[src/rtl/miner_scheduler.sv]
// Hash-core scheduler: latches work, dispatches nonce ranges to the cores one per
// cycle, aborts stale work, and funnels core hits round-robin into one found pulse.
module miner_scheduler #(
  parameter int NUM_CORES  = 4,
  parameter int LOG2_CORES = 2
) (
  input  logic                    clock,
  input  logic                    reset,
  input  logic                    work_valid,
  input  logic [639:0]            work,
  input  logic [31:0]             target,
  output logic [639:0]            core_work,
  output logic [31:0]             core_target,
  output logic [NUM_CORES-1:0]    core_start,
  output logic [31:0]             core_nonce,
  output logic                    core_abort,
  input  logic [NUM_CORES-1:0]    core_busy,
  input  logic [NUM_CORES-1:0]    core_found,
  input  logic [32*NUM_CORES-1:0] core_found_nonce,
  input  logic                    found_ready,
  output logic                    found,
  output logic [31:0]             nonce,
  output logic                    idle,
  output logic [7:0]              drop_count
);

  localparam int KW = (LOG2_CORES > 0) ? LOG2_CORES : 1;

  typedef enum logic [1:0] {S_IDLE, S_DISPATCH, S_RUN, S_ABORT} state_t;

  state_t               r_state, w_state_next;
  logic [KW-1:0]        r_k, w_k_next;
  logic                 r_run_first;
  logic [639:0]         r_work;
  logic [31:0]          r_target;
  logic [NUM_CORES-1:0] r_start, w_start;
  logic [31:0]          r_core_nonce, w_start_nonce;
  logic                 r_abort, w_abort;
  logic                 r_idle;
  logic                 w_clear;

  logic [NUM_CORES-1:0] r_pending, w_pending_next;
  logic [31:0]          r_stored [NUM_CORES];
  logic [31:0]          w_found_nonce [NUM_CORES];
  logic [NUM_CORES-1:0] w_drop_vec;
  logic [8:0]           w_drop_sum;
  logic [7:0]           r_drop;
  logic                 r_found;
  logic [31:0]          r_nonce;
  logic                 r_holdoff;
  logic [KW-1:0]        r_rr, w_idx, w_grant_idx;
  logic                 w_grant;
  logic [NUM_CORES-1:0] w_grant_vec;

  assign core_work   = r_work;
  assign core_target = r_target;
  assign core_start  = r_start;
  assign core_nonce  = r_core_nonce;
  assign core_abort  = r_abort;
  assign found       = r_found;
  assign nonce       = r_nonce;
  assign idle        = r_idle;
  assign drop_count  = r_drop;

  // Each core owns the top LOG2_CORES bits of the nonce space.
  assign w_start_nonce = 32'(r_k) << (32 - LOG2_CORES);

  always_comb begin
    w_state_next = r_state;
    w_k_next     = r_k;
    w_clear      = 1'b0;
    w_start      = '0;
    w_abort      = 1'b0;
    unique case (r_state)
      S_IDLE: begin
        if (work_valid) begin
          w_clear      = 1'b1;
          w_state_next = S_DISPATCH;
          w_k_next     = '0;
        end
      end
      S_DISPATCH: begin
        if (work_valid) begin
          w_clear      = 1'b1;
          w_state_next = S_ABORT;
        end else begin
          w_start = NUM_CORES'(1) << r_k;
          if (int'(r_k) == NUM_CORES - 1) begin
            w_state_next = S_RUN;
            w_k_next     = '0;
          end else begin
            w_k_next = r_k + KW'(1);
          end
        end
      end
      S_RUN: begin
        if (work_valid) begin
          w_clear      = 1'b1;
          w_state_next = S_ABORT;
        end else if (!r_run_first && core_busy == '0) begin
          w_state_next = S_IDLE;
        end
      end
      S_ABORT: begin
        w_abort      = 1'b1;
        w_state_next = S_DISPATCH;
        w_k_next     = '0;
      end
      default: w_state_next = S_IDLE;
    endcase
  end

  // Round-robin grant; suppressed while a work change is wiping the pending bits.
  always_comb begin
    w_grant     = 1'b0;
    w_grant_idx = '0;
    w_grant_vec = '0;
    w_idx       = '0;
    if (found_ready && !r_holdoff && !w_clear && (|r_pending)) begin
      for (int off = 0; off < NUM_CORES; off++) begin
        w_idx = r_rr + KW'(off);
        if (!w_grant && r_pending[w_idx]) begin
          w_grant            = 1'b1;
          w_grant_idx        = w_idx;
          w_grant_vec[w_idx] = 1'b1;
        end
      end
    end
  end

  generate
    for (genvar gi = 0; gi < NUM_CORES; gi++) begin : g_core
      assign w_found_nonce[gi]  = core_found_nonce[32*gi +: 32];
      assign w_pending_next[gi] = w_clear ? 1'b0 :
                                  core_found[gi] ? 1'b1 :
                                  w_grant_vec[gi] ? 1'b0 : r_pending[gi];
      assign w_drop_vec[gi]     = !w_clear && core_found[gi] && r_pending[gi] && !w_grant_vec[gi];

      always_ff @(posedge clock) begin
        if (reset) begin
          r_stored[gi] <= '0;
        end else if (core_found[gi] && !w_clear) begin
          r_stored[gi] <= w_found_nonce[gi];
        end
      end
    end
  endgenerate

  always_comb begin
    w_drop_sum = {1'b0, r_drop};
    for (int i = 0; i < NUM_CORES; i++) begin
      w_drop_sum = w_drop_sum + 9'(w_drop_vec[i]);
    end
  end

  always_ff @(posedge clock) begin
    if (reset) begin
      r_state      <= S_IDLE;
      r_k          <= '0;
      r_run_first  <= 1'b0;
      r_work       <= '0;
      r_target     <= '0;
      r_start      <= '0;
      r_core_nonce <= '0;
      r_abort      <= 1'b0;
      r_idle       <= 1'b1;
      r_pending    <= '0;
      r_drop       <= '0;
      r_found      <= 1'b0;
      r_nonce      <= '0;
      r_holdoff    <= 1'b0;
      r_rr         <= '0;
    end else begin
      r_state     <= w_state_next;
      r_k         <= w_k_next;
      r_run_first <= (w_state_next == S_RUN) && (r_state != S_RUN);
      if (work_valid) begin
        r_work   <= work;
        r_target <= target;
      end
      r_start      <= w_start;
      r_core_nonce <= (|w_start) ? w_start_nonce : 32'd0;
      r_abort      <= w_abort;
      r_idle       <= (r_state == S_IDLE);
      r_pending    <= w_pending_next;
      r_drop       <= (w_drop_sum > 9'd255) ? 8'd255 : w_drop_sum[7:0];
      r_found      <= w_grant;
      r_holdoff    <= w_grant;
      if (w_grant) begin
        r_nonce <= r_stored[w_grant_idx];
        r_rr    <= (NUM_CORES == 1) ? '0 : w_grant_idx + KW'(1);
      end
    end
  end

endmodule

[config.mk]
export PLATFORM = sky130hd
export DESIGN_NAME = miner_scheduler
export DESIGN_NICKNAME = d
export VERILOG_FILES = /design/src/rtl/miner_scheduler.sv
export SDC_FILE = /design/constraint.sdc
export NUM_CORES = 1
export LEC_CHECK = 0
export ABC_CLOCK_PERIOD_IN_PS = 13400
export CAP_MARGIN = 20
export CORE_AREA = 2 2 610 612
export DETAILED_ROUTE_END_ITERATION = 12
export DIE_AREA = 0 0 612 614
export PLACE_DENSITY = 0.35
export SLEW_MARGIN = 10
export SYNTH_ARGS = -nofsm -noshare
export SYNTH_HDL_FRONTEND = slang
export SYNTH_SLANG_ARGS = --single-unit
[constraint.sdc]
create_clock -name clock -period 13.4 [get_ports clock]
set_clock_uncertainty 0.2 [all_clocks]
set_input_delay 2.68 -clock clock [delete_from_list [all_inputs] [get_ports clock]]
set_output_delay 2.68 -clock clock [all_outputs]
set_load 0.02 [all_outputs]
---- Word-level counts from Yosys, hierarchy flattened ----
Memories as Yosys holds them, arrays and structs flattened. A register that Yosys moved wholly into a read port is not among the register bits.
Cells that the tools add are included.
storage, ports and cells
  flip-flop bits (word level) ............. 730
  memory bits (writable) .................. 128
  input port bits ......................... 812
  output and inout bits ................... 751
  logic and storage cells ................. 179
  memories kept ........................... 1
memory list
  memory    depth  width  rd ports  clocked after memory_dff  write ports  RTL line  source
  r_stored  4      32     1         1                         4            43        logic [31:0] r_stored [NUM_CORES];
operators by class
  add/sub/neg operators ................... 9
  order comparisons ....................... 9
  eq/ne operators ......................... 8
  shifts and indexed selects .............. 1
  multiplexer cells ....................... 79
  bitwise gates (word level) .............. 8
  reduce and logical (&&, ||, !) cells .... 47
operators with widths
  cell                   number
  $mux W32               4
  $mux W1                41
  $mux W4                10
  $add A9 B1 Y9          3
  $mux W2                13
  $logic_and A1 B1 Y1    24
  $lt A2 B3 Y1 const B   4
  $or A4 B4 Y4           3
  $logic_not A1 Y1       10
  $add A8 B1 Y9          1
  $gt A9 B8 Y1 const B   1
  $bmux W1 S2            4
  $demux W1 S2           4
  $ge A2 B1 Y1 const B   4
  $mux W8                1
  $pmux W2 S4            1
  $reduce_bool A2 Y1     4
  $reduce_or A4 Y1       2
  $add A2 B1 Y2 const B  3
  $eq A2 B2 Y1 const B   3
  $ne A2 B2 Y1 const B   3
  $pmux W2 S3            1
  $add A2 B2 Y2 const B  2
  $eq A2 B1 Y1 const B   2
  other kinds (9)        13

---- Longest topological paths before layout ----
  word-level depth ........................ 27
  gate-level depth with buffers ........... 18
  depth with buffers taken out ............ 15

---- Worst setup path after synthesis ----
No wires, ideal clock.
  path kind ............................... input-to-reg
  start point ............................. input port work_valid
  end point ............................... register r_drop[4], in the netlist drop_count[4]
  library setup time ...................... 0.071 ns
  arrival ................................. 5.450 ns
  slack ................................... 7.679 ns
  stages on the path ...................... 14
  path buffers ............................ 1
  cells stage by stage .................... clkbuf_1 a21boi_1 nor3_2 o21ai_0 nor2_1 a311oi_1 nand3_1 fa_1 fa_1 inv_1 fa_1 nand3_1 xor2_1 a21oi_1
on the way
  longest elaborated chain between the ends .. 14
RTL lines
  element                           RTL line    source
  start: declaration                9           input logic work_valid,
  $mux W1 (*)                       76, 83, 97
  $mux W1 (*)                       -
  $logic_not A1 Y1 (*)              119, 137
  $logic_and A1 B1 Y1 (2 in a row)  119         if (found_ready && !r_holdoff && !w_clear && (|r_pending)) begin
  $mux W4                           119
  $logic_not A1 Y1                  137         assign w_drop_vec[gi] = !w_clear && core_found[gi] && r_pending[gi] && !w_grant_vec[gi];
  $logic_and A1 B1 Y1               137
  $add A8 B1 Y9                     152         w_drop_sum = w_drop_sum + 9'(w_drop_vec[i]);
  $add A9 B1 Y9 (2 in a row)        152
  $add A9 B1 Y9 (*)                 152
  $gt A9 B8 Y1                      186         r_drop <= (w_drop_sum > 9'd255) ? 8'd255 : w_drop_sum[7:0];
  $mux W8 (*)                       186
  end signal: assignment            186
  end: declaration                  47          logic [7:0] r_drop;
Every way passes the cells marked *; elsewhere a longest branch is shown, timed or not.
A chain may end at the register's enable or synchronous reset.

==> run metrics <==
Area growth syn-to-layout=78.8%; max-cap violations=0; final wirelength=290000 um; Top Ports=1563; crit path to=core_work[472]; via count=29.0k; Worst Tran Pin Value=1.09 ns; Mapped Cells=2867; non-filler cells in the finished layout=9471; cells on worst reg2reg path=13; Pleak=22.0 nW; r2r setup slk=8.01 ns; crit path launch=work_valid; CTS Buf Count=125; ys flop type=dfxtp_1; synthesized area per cell=11.1 sq um; Final GP Congestion=0.896; status=completed; Pwr per Cell Area=132 mW/mm^2; Core Footprint=0.370 sq mm; WL per Instance=30.6 um; crit path max fanout=49; Final Setup Violations=0; DR pass1 iterations=5; post-synthesis cell area=0.0319 sq mm; Max Fclk=0.146 GHz; Clock H-tree levels=3; Die Width=612 um; vias in the first global route=28.3k; Clock Path Buffers=4; Synth area leaders=dfxtp_1 (46%), mux2i_1 (22%), edfxtp_1 (12%); Port Buffers=1532; clock sink total=860; cts hold-fix bufs=0; Post-CTS Repair Setup Buffers=0; Critical Path Source Type=input port; placed inst area=0.0527 sq mm; final routed DRC violation total=0; share of cells above drive strength 1=5.69%; CTS tree=done; kind of critical path=input port to register; Synth async-reset ratio=0%; initial drt markers=1809; gr ovfl total=0; Post-synth EDFFs=128; # rows=224; reg-to-reg endpoint=drop_count[5]; Req. time, crit path=13.89 ns; Initial Util=8.60%; final critical-path share of the clock period=51.1%; Seq/Total Area, Yosys=58.1%; placed cells=9197; Antenna Nets Post-Route=0; Tmin final=6.85 ns; post-cts resize count=0; maximum vdd drop=0.000112 V; Fin Hold WS=0.287 ns; Clk Latency, worst-skew pair=0.85 ns; Synth warnings=0; Reg clk slew, reported paths=0.07 ns; Yosys cell types=56; max_slew headroom=27.5%; Final nets=5182; Yosys top cell area share=46.0%; largest net degree at the start of global routing=159; #FFs+latches synth=860; area leader, netlist=dfxtp_1; initial antenna violation count=264; Worst Hold Class=register to register; Placement Setup Slack=5.65 ns; Vias/cell=3.06; die area=0.376 sq mm; fin. max-slew vios=0; layout filler cell count=41.4k; Final TNS setup=0 ns; final instance area=0.0570 sq mm; worst setup margin=6.55 ns; die height=614 um; Final Hold Vio Count=0; RSZ-0062 raised after global routing=no; Worst setup EP type=register; first-pass GRT wire length=353000 um; CP arrival=7.34 ns; Post-DP HPWL=246000 um; CTS root buf=clkbuf_16; reg-to-reg startpoint=r_rr[0]; Total GRT Usage=14.8%
==> placed cells by master (no fill, tap or decap), drive strengths merged, types with 32 or more instances in the layout <==
cell type | synthesis | final
a32oi | 32 | 32
mux2i | 706 | 706
diode | 0 | 50
nand3 | 41 | 41
buf | 115 | 45
edfxtp | 128 | 128
nor2 | 689 | 689
and3 | 128 | 128
dfxtp | 732 | 732
clkdlybuf4s50 | 0 | 1525
clkbuf | 124 | 176
o211ai | 33 | 33
==> worst min-delay path by stage <==
stage / startpoint / endpoint / slack (ns) / cells after the start
6_report: r_stored[1][19] / nonce[19] / 0.29 / 2
5_1_grt: core_work[404] / core_work[404] / 0.32 / 2
4_1_cts: r_stored[1][29] / nonce[29] / 0.28 / 2
3_5_place_dp: r_stored[1][17] / nonce[17] / 0.27 / 2
3_3_place_gp: r_stored[1][25] / nonce[25] / 0.26 / 2
2_1_floorplan: r_stored[1][0] / nonce[0] / 0.26 / 2
==> through the flow <==
step / utilization [%] / total power [mW]
floorplan: - / 3.38
global placement: 14.2 / 4.21
detailed placement: 14.2 / 4.21
CTS: 15.3 / 7.75
global route: 15.4 / 7.86
finish: 15.4 / 7.53
==> state kept, by name (all words and copies together) (netlist names) <==
signal       flops
core_start       4
core_work      640
r_stored       128
nonce           32
r_pending        4
core_nonce       2
core_target     32
drop_count       8
core_abort       1
idle             1
r_k              2
r_holdoff        1
r_run_first      1
r_state          2
r_rr             2
==> worst max-delay path: stages <==
cell     delay, ns
buf_8         0.29
buf_4         0.75
buf_4         0.72
buf_4         0.73
buf_4         0.74
buf_4         0.74
mux2i_1       0.27
nor2_1        0.06
==> synth_stat cells (all sizes together) (2+ instances only) <==
library cell,number
o21ai,10
fa,3
nand2,7
or3,2
a221oi,4
edfxtp,128
a311oi,5
nand4,4
nand3,41
a21o,5
nor3,7
nor2b,3
dfxtp,732
a31oi,2
clkbuf,124
ha,13
a21oi,15
buf,115
xnor2,2
nor2,689
o211ai,33
a32oi,32
and3,128
o21a,5
xor2,3
mux2,3
nand2b,3
inv,15
mux4,2
and2,9
mux2i,706
nor3b,2
a22oi,2
==> report_power, final <==
part	switching [mW]	leakage (nW)	total [mW]	internal, mW
sequential	0.0977	7.40	2.87	2.78
combinational	0.686	12.6	1.25	0.564
clock	1.43	1.99	3.41	1.98
==> routing by layer <==
layer	part of all wire (%)	vias to the layer above	global-route usage, %
li1	-	12900	-
met1	39	13900	16.7
met2	48	1444	25.1
met3	10	586	6.79
met4	2.9	116	3.28
met5	0.27	-	0
==> area by class of cell <==
type	count	area, sq um	share of cell area [%]
Sequential cell	860	18500	32.5
Timing Repair Buffer	1570	15700	27.5
Multi-Input combinational cell	1782	12300	21.6
Tap cell	4972	6220	10.9
Clock buffer	176	3530	6.20
Clock inverter	46	542	0.951
Antenna cell	50	125	0.220
Inverter	15	56.3	0.0988
==> cells by family after synthesis <==
family	after synthesis	share of synthesized area, %
XOR/XNOR	5	0.137
buffers and inverters	254	3.68
AND/OR/NAND/NOR	901	12.1
adder cells (fa/ha/maj)	16	0.699
AO/OA/AOI/OAI	119	2.83
flip-flops	860	58.1
other	1	0.0118
multiplexers	711	22.4
(Power assumes the default switching activity.)
